$ cat src/rtl/sliding_window_gen.sv
// KxK sliding-window generator over a raster pixel stream, using K-1 line buffers and a shift window.
// Define SLIDING_WINDOW_FRAME_CHECK_EN to flag an i_sof that arrives while the raster counters are not at (0,0).
module sliding_window_gen #(
  parameter int unsigned DATA_W = 8,
  parameter int unsigned CH     = 1,
  parameter int unsigned K      = 3,
  parameter int unsigned IMG_W  = 225,
  parameter int unsigned IMG_H  = 225
) (
  input  logic                     clk,
  input  logic                     rst_n,
  input  logic                     i_valid,
  output logic                     i_ready,
  input  logic                     i_sof,
  input  logic [CH*DATA_W-1:0]     i_data,
  output logic                     o_valid,
  input  logic                     o_ready,
  output logic [K*K*CH*DATA_W-1:0] o_window,
  output logic [11:0]              o_col,
  output logic [11:0]              o_row,
  output logic                     o_eof,
  output logic                     o_err
);

  localparam int unsigned PW     = CH * DATA_W;
  localparam int unsigned AW     = (IMG_W > 1) ? $clog2(IMG_W) : 1;
  localparam logic [11:0] X_LAST = 12'(IMG_W - 1);
  localparam logic [11:0] Y_LAST = 12'(IMG_H - 1);
  localparam logic [11:0] EDGE   = 12'(K - 1);
  localparam logic [11:0] HALF   = 12'((K - 1) / 2);

  logic [11:0]   x_q, y_q, x_eff, y_eff, x_nxt, y_nxt;
  logic [AW-1:0] addr;
  logic          accept, emit;
  logic [PW-1:0] lb [K-1][IMG_W];
  logic [PW-1:0] win [K][K];
  logic [PW-1:0] col_in [K];

  assign i_ready = !o_valid || o_ready;
  assign accept  = i_valid && i_ready;

  // i_sof forces the pixel to (0,0); every decision below uses the effective position
  always_comb begin
    x_eff = i_sof ? '0 : x_q;
    y_eff = i_sof ? '0 : y_q;
    addr  = x_eff[AW-1:0];
    emit  = (x_eff >= EDGE) && (y_eff >= EDGE);
    x_nxt = x_eff + 12'd1;
    y_nxt = y_eff;
    if (x_eff == X_LAST) begin
      x_nxt = '0;
      y_nxt = (y_eff == Y_LAST) ? '0 : y_eff + 12'd1;
    end
  end

  // lb[0] holds the line just above, lb[K-2] the oldest; col_in row 0 is the oldest line
  always_comb begin
    for (int unsigned r = 0; r < K - 1; r++) begin
      col_in[r] = lb[K-2-r][addr];
    end
    col_in[K-1] = i_data;
  end

  // Line buffers carry no reset so they can live in block RAM; windows only read lines of the current frame
  always_ff @(posedge clk) begin
    if (accept) begin
      lb[0][addr] <= i_data;
      for (int unsigned j = 1; j < K - 1; j++) begin
        lb[j][addr] <= lb[j-1][addr];
      end
    end
  end

  always_ff @(posedge clk or negedge rst_n) begin
    if (!rst_n) begin
      x_q     <= '0;
      y_q     <= '0;
      o_valid <= 1'b0;
      o_col   <= '0;
      o_row   <= '0;
      o_eof   <= 1'b0;
      for (int unsigned r = 0; r < K; r++) begin
        for (int unsigned c = 0; c < K; c++) begin
          win[r][c] <= '0;
        end
      end
    end else begin
      if (accept) begin
        x_q <= x_nxt;
        y_q <= y_nxt;
        for (int unsigned r = 0; r < K; r++) begin
          for (int unsigned c = 0; c < K - 1; c++) begin
            win[r][c] <= win[r][c+1];
          end
          win[r][K-1] <= col_in[r];
        end
      end
      if (accept && emit) begin
        o_valid <= 1'b1;
        o_col   <= x_eff - HALF;
        o_row   <= y_eff - HALF;
        o_eof   <= (x_eff == X_LAST) && (y_eff == Y_LAST);
      end else if (o_ready) begin
        o_valid <= 1'b0;
      end
    end
  end

  // The window only shifts on accept, and accept is blocked while stalled, so it is held for free
  always_comb begin
    o_window = '0;
    for (int unsigned r = 0; r < K; r++) begin
      for (int unsigned c = 0; c < K; c++) begin
        o_window[(r*K+c)*PW +: PW] = win[r][c];
      end
    end
  end

`ifdef SLIDING_WINDOW_FRAME_CHECK_EN
  always_ff @(posedge clk or negedge rst_n) begin
    if (!rst_n) begin
      o_err <= 1'b0;
    end else if (accept && i_sof && ((x_q != '0) || (y_q != '0))) begin
      o_err <= 1'b1;
    end
  end
`else
  assign o_err = 1'b0;
`endif

endmodule

$ cat config.mk
export PLATFORM = sky130hd
export DESIGN_NAME = sliding_window_gen
export DESIGN_NICKNAME = d
export VERILOG_FILES = /design/src/rtl/sliding_window_gen.sv
export SDC_FILE = /design/constraint.sdc
export NUM_CORES = 2
export LEC_CHECK = 0
export CAP_MARGIN = 20
export CORE_ASPECT_RATIO = 1.1
export CORE_UTILIZATION = 60
export CTS_CLUSTER_DIAMETER = 80
export DETAILED_ROUTE_END_ITERATION = 8
export HOLD_SLACK_MARGIN = 0.02
export PLACE_DENSITY = 0.76
export SLEW_MARGIN = 20
export SYNTH_ARGS = -nofsm -noshare
export SYNTH_HDL_FRONTEND = slang
export SYNTH_SLANG_ARGS = --single-unit
$ cat constraint.sdc
create_clock -name clk -period 15.1 [get_ports clk]
set_input_delay 3.02 -clock clk [delete_from_list [all_inputs] [get_ports clk]]
set_output_delay 3.02 -clock clk [all_outputs]
set_load 0.05 [all_outputs]
==> flow_summary.toml <==
[outcome]
outcome = "finished, final reports clean"

[timing]
rsz0062_at_grt = "no"
tns_ns = 0
hold_viol_final = 0
max-slew-margin-rel_pct = 4.30
fmax_mhz = 101
fin_crit_ns = 9.87
fin_ws_ns = 5.23
period_share_pct = 65.3
skew_ns = 0.0556
max_slew.worst_pin.slew_ns = 1.40
setup_viol = 0
drv_slew = 0

[routing]
wirelength_um = 444000
postRouteAntennaNets = 0
dr.pass1.iters = 9
viasPerCell = 6.93
vias = 94789
drc = 0
initialDrtViolationCount = 13923
wl_per_cell_um = 32.5

[worst_hold_path]
hold_class = "flop to flop"

[synthesis]
synthArstFlopShare_pct = 3.28
synth_most_common_cell = "edfxtp_1"
syn_inst = 9933
synth_top_cell_by_area = "edfxtp_1"
ys_seq_area_share_pct = 75.3
ys_ff_latch = 3722
synth_area_per_cell_um2 = 14.9
synth_edf_count = 3600
yosysUniqueCellTypes = 82
synth_ff_type = "edfxtp_1"
syn-num-nets = 9955
yosys-top-cells-area = "edfxtp_1, nand2_1, a211oi_1"
yosys-top-cells-count = "edfxtp_1, nand2_1, a211oi_1"
synth_area_um2 = 148000
synth_top_area_share_pct = 73.3
yosysWarningCount = 0

[pwr]
irDropWorstVdd_uv = 103
switchingPower_w = 0.00567
power_leakage_nw = 53.9
p_comb_share_pct = 10.0
p_seq_share_pct = 51.0
powerDensity_nw_per_um2 = 139
internal_power_w = 0.0173
swShare_pct = 24.7
clock_power_share_pct = 39.0

[critical_path]
crit_arrival_ns = 10.38
critical_path_class = "primary input to flop"
crit_required_ns = 15.61
worst-path-max-fanout = 82
cp-end-kind = "flop"
worstSetupStartpointType = "primary input"

[global_routing]
grt_pass1_wl_um = 628000
antenna_found_initial = 25
grt_pass1_vias = 90801
gr-total-overflow = 0
grt_max_degree = 192
grtUsageTotal_pct = 35.4

[clock_tree]
cts_buffer_depth = 4
clock-sinks = 3722
clk_pin_slew_ns = 0.06
cts_tree = "yes"
cts_resized = 0
ctsHoldBuffers = 0
clockRootBuffer = "clkbuf_16"
htree_levels = 5
cts_setup_buffers = 0
cts_buffers = 359
clkLatencyLatePin_ns = 0.93

[floorplan]
die_area_um2 = 248000
die_w_um = 475
ios = 113
core_area_um2 = 244000
die_h_um = 522
fp-row-count = 190
start_util_pct = 60.4

[finish]
area_growth_pct = 12.0
fill_cells = 15562
final_util_pct = 67.7
stdcell_count = 13681
drive_gt1_share_pct = 11.5
nNetsFinal = 10131

[placement]
numPlacedInstances = 13008
port_buffers = 111
place_hpwl_um = 249000
pre_cts_ws_ns = 4.40
finalWeightedCongestion = 0.996

[flow_run]
max_cap_violations = 0
## cells in the final DEF (no fill, tap or decap), types with 109 or more instances in the layout
master | Yosys | routed
a211oi_1 | 535 | 535
buf_4 | 35 | 409
o21ai_0 | 251 | 249
a311oi_1 | 377 | 377
nor2_1 | 341 | 313
edfxtp_1 | 3600 | 3600
nand2_1 | 1659 | 1653
a21oi_1 | 244 | 244
mux2_2 | 109 | 109
dfrtp_1 | 122 | 120
nor2b_1 | 441 | 439
a31oi_1 | 200 | 200
mux2i_1 | 390 | 390
nand3_1 | 161 | 159
clkbuf_16 | 0 | 366
## critical path: stages
cell      delay [ns]
buf_6           0.30
buf_4           0.54
buf_4           0.48
or3b_4          0.73
buf_4           0.57
buf_4           0.53
a211oi_1        0.12
nor4_1          0.85
buf_4           0.26
o22ai_1         0.24
nor4_1          0.68
nand3_4         0.70
buf_4           0.67
buf_4           0.47
## layout make-up
type / instances / area (um2) / area share, %
timing repair buffer: 551 / 4790 / 2.90
clock inverter: 193 / 2000 / 1.21
multi-input combinational: 5442 / 33400 / 20.2
antenna: 16 / 40.0 / 0.0242
clock buffer: 460 / 9570 / 5.79
inverter: 33 / 139 / 0.0841
tap: 3264 / 4080 / 2.47
sequential: 3722 / 111000 / 67.3
## routing by layer
| layer | vias to the layer above | global-route usage (%) | share of wire (%) | wire length (um) |
|---|---|---|---|---|
| li1 | 38798 | - | - | - |
| met1 | 46894 | 44.6 | 33 | 147000 |
| met2 | 7367 | 53.4 | 45 | 199000 |
| met3 | 1708 | 10.2 | 14 | 62800 |
| met4 | 22 | 23.6 | 7.9 | 35000 |
| met5 | - | 0.330 | 0.092 | 407 |
## per-stage QoR
stage	hold slack, ns	total power, W	area (um2)
after floorplan	0.469	0.0133	148000
after global placement	0.456	0.0141	153000
after detailed placement	0.462	0.0141	153000
after CTS	0.477	0.0229	165000
after global routing	0.499	0.0234	165000
final	0.474	0.0230	165000
## sequential cells by signal (all words and copies together) (netlist names)
register  count
o_window     72
o_eof         1
y_q          12
o_row        12
o_valid       1
x_q          12
o_col        12
lb         3600
## cell families (layout without fill, tap and decap cells)
family,Yosys count,after routing,synth area share (%)
other cells,1,17,0.00254
xor+xnor,15,15,0.0890
buf+inv,769,1237,2.38
mux,508,508,3.62
compound gates,2021,2021,9.76
fa+ha+maj,9,9,0.0763
flops,3722,3722,75.3
simple gates,2888,2888,8.74
## power by group through the flow
stage,combinational [W],clock [W],sequential [W]
6_report,0.00230,0.00896,0.0117
5_1_grt,0.00237,0.00935,0.0117
4_1_cts,0.00223,0.00896,0.0117
3_5_place_dp,0.00222,0,0.0119
3_3_place_gp,0.00215,0,0.0119
2_1_floorplan,0.00115,0,0.0121
## final timing paths
path	startpoint	end	slack [ns]	cells past startpoint
min in group asynchronous	rst_n	o_window[24]	2.04	1
worst max register to register	x_q[0]	lb[0][2626]	6.18	15
max in group asynchronous	rst_n	x_q[1]	11.79	2
worst min register to register	o_window[28]	o_window[28]	0.47	2
worst min-delay path	o_window[28]	o_window[28]	0.47	2
worst max-delay path	i_sof	lb[0][3035]	5.23	14
Power figures use the tool's default switching activity.
